[src/rtl/freq_gate_sequencer.sv]
// Measurement sequencer for the frequency meter: clear -> gate -> latch -> hold cycle
// with selectable 10 ms .. 10 s gate times and optional autoranging.
module freq_gate_sequencer #(
    parameter int unsigned TICKS_BASE = 10_000,
    parameter int unsigned HOLD_TICKS = 200_000,
    parameter int unsigned CNT_W      = 24
) (
    input  logic       fpga_clk,
    input  logic       nreset,
    input  logic       tick_1us,
    input  logic       run,
    input  logic       auto_range,
    input  logic [1:0] range_sel,
    input  logic       ovf_in,
    input  logic       msd_zero,
    output logic       gate_open,
    output logic       clear_ctr,
    output logic       latch_pulse,
    output logic       meas_done,
    output logic [1:0] range_q,
    output logic       overrange,
    output logic       busy
);

    typedef enum logic [2:0] {
        IDLE  = 3'd0,
        CLEAR = 3'd1,
        ARM   = 3'd2,
        GATE  = 3'd3,
        LATCH = 3'd4,
        HOLD  = 3'd5
    } state_t;

    localparam logic [CNT_W-1:0] LAST0     = CNT_W'(TICKS_BASE - 1);
    localparam logic [CNT_W-1:0] LAST1     = CNT_W'(TICKS_BASE * 10 - 1);
    localparam logic [CNT_W-1:0] LAST2     = CNT_W'(TICKS_BASE * 100 - 1);
    localparam logic [CNT_W-1:0] LAST3     = CNT_W'(TICKS_BASE * 1000 - 1);
    localparam logic [CNT_W-1:0] HOLD_LAST = CNT_W'(HOLD_TICKS - 1);

    state_t           state_q;
    logic [CNT_W-1:0] tick_cnt_q;
    logic [1:0]       cur_range_q;
    logic             ovf_seen_q;
    logic             auto_mode_q;
    logic [CNT_W-1:0] gate_last;

    always_comb begin
        gate_last = LAST0;
        unique case (cur_range_q)
            2'd0: gate_last = LAST0;
            2'd1: gate_last = LAST1;
            2'd2: gate_last = LAST2;
            2'd3: gate_last = LAST3;
            default: gate_last = LAST0;
        endcase
    end

    // auto_range is captured at CLEAR so mid-measurement changes wait for the next cycle
    always_ff @(posedge fpga_clk or negedge nreset) begin
        if (!nreset) begin
            state_q     <= IDLE;
            tick_cnt_q  <= '0;
            cur_range_q <= 2'd2;
            ovf_seen_q  <= 1'b0;
            auto_mode_q <= 1'b0;
            gate_open   <= 1'b0;
            clear_ctr   <= 1'b0;
            latch_pulse <= 1'b0;
            meas_done   <= 1'b0;
            range_q     <= 2'd2;
            overrange   <= 1'b0;
            busy        <= 1'b0;
        end else begin
            clear_ctr   <= 1'b0;
            latch_pulse <= 1'b0;
            meas_done   <= 1'b0;
            unique case (state_q)
                IDLE: begin
                    if (run) begin
                        state_q   <= CLEAR;
                        clear_ctr <= 1'b1;
                        busy      <= 1'b1;
                    end
                end
                CLEAR: begin
                    ovf_seen_q  <= 1'b0;
                    auto_mode_q <= auto_range;
                    if (!auto_range) cur_range_q <= range_sel;
                    state_q <= ARM;
                end
                ARM: begin
                    if (tick_1us) begin
                        state_q    <= GATE;
                        tick_cnt_q <= '0;
                        gate_open  <= 1'b1;
                    end
                end
                GATE: begin
                    if (ovf_in && auto_mode_q && (cur_range_q != 2'd0)) begin
                        cur_range_q <= cur_range_q - 2'd1;
                        state_q     <= CLEAR;
                        clear_ctr   <= 1'b1;
                        gate_open   <= 1'b0;
                    end else begin
                        if (ovf_in) ovf_seen_q <= 1'b1;
                        if (tick_1us) begin
                            if (tick_cnt_q == gate_last) begin
                                state_q     <= LATCH;
                                gate_open   <= 1'b0;
                                latch_pulse <= 1'b1;
                                meas_done   <= 1'b1;
                            end else begin
                                tick_cnt_q <= tick_cnt_q + CNT_W'(1);
                            end
                        end
                    end
                end
                LATCH: begin
                    range_q   <= cur_range_q;
                    overrange <= ovf_seen_q;
                    if (auto_mode_q && msd_zero && !ovf_seen_q && (cur_range_q != 2'd3))
                        cur_range_q <= cur_range_q + 2'd1;
                    state_q    <= HOLD;
                    tick_cnt_q <= '0;
                end
                HOLD: begin
                    if (tick_1us) begin
                        if (tick_cnt_q == HOLD_LAST) begin
                            if (run) begin
                                state_q   <= CLEAR;
                                clear_ctr <= 1'b1;
                            end else begin
                                state_q <= IDLE;
                                busy    <= 1'b0;
                            end
                        end else begin
                            tick_cnt_q <= tick_cnt_q + CNT_W'(1);
                        end
                    end
                end
                default: begin
                    state_q   <= IDLE;
                    gate_open <= 1'b0;
                    busy      <= 1'b0;
                end
            endcase
        end
    end

endmodule

[config.mk]
export PLATFORM = sky130hd
export DESIGN_NAME = freq_gate_sequencer
export DESIGN_NICKNAME = d
export VERILOG_FILES = /design/src/rtl/freq_gate_sequencer.sv
export SDC_FILE = /design/constraint.sdc
export NUM_CORES = 1
export LEC_CHECK = 0
export BUFFER_PORTS_ARGS = -buffer_cell sky130_fd_sc_hd__clkbuf_2
export CORE_MARGIN = 2
export CORE_UTILIZATION = 48
export CTS_BUF_LIST = sky130_fd_sc_hd__clkbuf_8
export CTS_CLUSTER_DIAMETER = 60
export CTS_CLUSTER_SIZE = 8
export DETAILED_ROUTE_END_ITERATION = 12
export PLACE_DENSITY = 0.68
export SETUP_SLACK_MARGIN = 0.02
export SYNTH_ARGS = -nofsm -noshare
export SYNTH_HDL_FRONTEND = slang
export SYNTH_SLANG_ARGS = --single-unit
[constraint.sdc]
create_clock -name fpga_clk -period 2.5 [get_ports fpga_clk]
set_input_delay 0.125 -clock fpga_clk [delete_from_list [all_inputs] [get_ports fpga_clk]]
set_output_delay 0.125 -clock fpga_clk [all_outputs]
set_load 0.02 [all_outputs]
==> summary.md <==
| Metric | Value |
|---|---|
| Maximum buffer depth of the clock tree | 2 |
| Worst-Margin Slew | 1010 ps |
| Row cnt | 26 |
| Root Driver | clkbuf_8 |
| Final Non-Filler Cells | 407 |
| Vias/cell | 6.36 |
| IO buf count | 16 |
| Tot Pwr | 2.56 mW |
| DR vias | 2590 |
| Detailed Route WL | 7.23 mm |
| Final Hold Vio Count | 16 |
| Top_reg_cell synth | dfrtp_1 |
| Maximum vdd ir drop | 0.607 mV |
| Area Overhead vs Synth | 19.6% |
| Remaining antenna violation count after routing | 0 |
| Met1 Use GR | 0.369 |
| GR Util met2 | 0.378 |
| Setup Crit Path Kind | flop to flop |
| DP HPWL | 4.90 mm |
| Tcrit/Tclk final | 0.971 |
| # IOs | 17 |
| Placed Cells | 394 |
| Global route overflow | 0 |
| Worst EP required | 2670 ps |
| Synth Warn # | 0 |
| Post-layout min period | 2430 ps |
| CTS tree | built |
| First-pass DRT Iterations | 4 |
| Status | finished with violations |
| Reg clk slew, reported paths | 80 ps |
| CP Capture Type | flop |
| Nets | 350 |
| DR WL/cell | 17.8 um |
| GRT Util Overall | 0.247 |
| Synth async-reset ratio | 1.00 |
| Max Slew Vio Count | 0 |
| Number of H-tree levels | 2 |
| Max-cap viol count | 0 |
| Post-synth cell types | 58 |
| Critical path cell sequence | inv_4 > ha_4 > xor2_2 > nor3_2 > o2111ai_2 > or4_4 > nand3_4 > buf_4 > o31ai_1 |
| FMAX | 0.412 GHz |
| Initial DRC Count | 264 |
| CP peak stage delay | 590 ps |
| Remaining DRCs | 0 |
| First-pass GRT wire length | 12.1 mm |
| Share of cells above drive strength 1 | 0.273 |
| Failing checks | hold timing |
| CP max stage cell | dfstp_2 |
| Final setup viols | 0 |
| Static Leak | 1.36 nW |
| Cts-stage hold buffer count | 0 |
| Worst Setup SP | cur_range_q[1] |
| Total CTS buffers | 5 |
| Worst hold slack | -21.6 ps |
| CTS sink cnt | 38 |
| Clk_skew | 9.86 ps |
| Effective utilization at floorplan | 0.506 |
| Flop and latch count out of synthesis | 38 |
| GRT busiest layer | met2 |
| Pwr Density | 812 nW/um2 |
| Vias in the first global route | 2385 |
| Cell area after synthesis | 2630 um2 |
| Largest net degree at the start of global routing | 39 |
| RSZ-0062 raised after global routing | yes |
| Post-synth net total | 320 |
| Worst-Skew Late Latency | 300 ps |
| Die extent in x | 78.0 um |
| Ant diodes | 0 |
| Register area share after synthesis | 0.362 |
| Reg2Reg Launch Point | cur_range_q[1] |
| Die ar. | 6090 um2 |
| GR Util met3 | 0.0402 |
| Mean area per synthesized cell | 8.60 um2 |
| EDFF count, synth | 0 |
| Hold WC Path Type | input pin to async pin |
| Antenna violations before repair | 0 |
| Slew HR | 0.325 |
| Critical Path Fanout Max | 4 |
| Critical path data arrival time | 2600 ps |
| Mapped Cells | 306 |
| Core Region | 5200 um2 |
| Placer Congestion | 0.926 |
| Die H | 78.0 um |
| CP startpoint kind | flop |
[synth_stat cells (6+ instances only)]
cell | number | area [um2]
nor2_1 | 24 | 90.1
clkbuf_1 | 14 | 52.6
o31ai_2 | 8 | 100
inv_1 | 7 | 26.3
o21ai_0 | 23 | 115
buf_2 | 6 | 30.0
a31oi_1 | 6 | 37.5
dfrtp_1 | 36 | 901
nand2_1 | 25 | 93.8
and4_1 | 8 | 70.1
a21oi_1 | 20 | 100
nand3_1 | 13 | 65.1
nand2b_1 | 6 | 37.5
o31ai_1 | 16 | 120
[registers in the layout, summed over array words and instances, names as in the netlist]
register	cells
auto_mode_q	1
tick_cnt_q	24
busy	1
gate_open	1
cur_range_q	2
state_q	3
overrange	1
meas_done	1
clear_ctr	1
range_q	2
ovf_seen_q	1
[final timing paths]
| path | endpoint | slack, ps | cells after the start |
|---|---|---|---|
| worst max-delay path | tick_cnt_q[7] | 70 | 9 |
| worst min-delay path | tick_cnt_q[1] | -20 | 1 |
| worst max register to register | tick_cnt_q[7] | 70 | 9 |
| worst min register to register | overrange | 490 | 2 |
| max in group asynchronous | cur_range_q[0] | 1810 | 1 |
| min in group fpga_clk | auto_mode_q | 90 | 2 |
[what timing repair did]
item | 4_1_cts | 5_1_grt
resized for setup | 1 | 22
pin swaps | 0 | 6
cloned | 0 | 0
setup buffers | 3 | 2
endpoints found under the setup margin | 18 | 27
[report_power, final]
group          total, mW  internal [mW]  switching (mW)
combinational       1.32          0.596           0.725
clock              0.449          0.219           0.230
sequential         0.787          0.698          0.0893
total               2.56           1.51            1.04
[kinds of logic (layout without fill, tap and decap cells)]
kind of cell / count (synthesis) / count (layout) / share of synthesized area
AND/OR/NAND/NOR: 119 / 119 / 0.252
AO/OA/AOI/OAI: 105 / 105 / 0.278
flip-flops: 38 / 38 / 0.362
buffers and inverters: 31 / 62 / 0.0533
adder cells (fa/ha/maj): 5 / 5 / 0.0238
multiplexers: 5 / 5 / 0.0200
XOR/XNOR: 3 / 3 / 0.00999
[metrics by stage]
| step | setup slack (ps) | hold WS [ps] | TNS [ps] | area (um2) | util |
|---|---|---|---|---|---|
| floorplan | 78.9 | -171 | 0 | 2630 | - |
| CTS | 21.3 | 14.1 | 0 | 3020 | 0.581 |
| detailed placement | -34.3 | 335 | -286 | 2880 | 0.553 |
| global route | -21.8 | 60.6 | -224 | 3150 | 0.605 |
| finish | 72.4 | -21.6 | 0 | 3150 | 0.605 |
| global placement | 0.223 | 339 | 0 | 2880 | 0.553 |
[worst max-delay path: cells and delay by family, from the launching register on]
kind / cells / cell delay (ps)
AO/OA/AOI/OAI: 2 / 210
AND/OR/NAND/NOR: 3 / 910
adder cells (fa/ha/maj): 1 / 220
XOR/XNOR: 1 / 160
flip-flops: 1 / 590
buffers and inverters: 2 / 210
[cells in the final DEF (no fill, tap or decap), drive strengths merged, types with 5 or more instances in the layout]
cell	synthesis	final
o21ai	27	27
dfrtp	36	36
a21oi	21	21
nor2	24	24
and4	8	8
a31oi	6	6
nor2b	5	5
buf	9	31
inv	7	8
nand2	25	25
ha	5	5
and2	5	5
nor4	5	5
and3	5	5
o31ai	24	24
clkbuf	15	22
nand2b	6	6
nand3	14	14
[area by class of cell]
type | instances | area [um2]
Sequential cell | 38 | 955
Tap cell | 70 | 87.6
Multi-Input combinational cell | 237 | 1650
Clock inverter | 2 | 8.76
Timing Repair Buffer | 47 | 338
Fill cell | 452 | 2060
Inverter | 7 | 28.8
Clock buffer | 6 | 82.6
[routing by layer]
layer | wire length [um] | part of all wire
met1 | 3310 | 0.46
met2 | 3350 | 0.46
met3 | 458 | 0.063
met4 | 119 | 0.016
met5 | 0 | 0
Note: power is estimated with default switching activity, not from simulation.
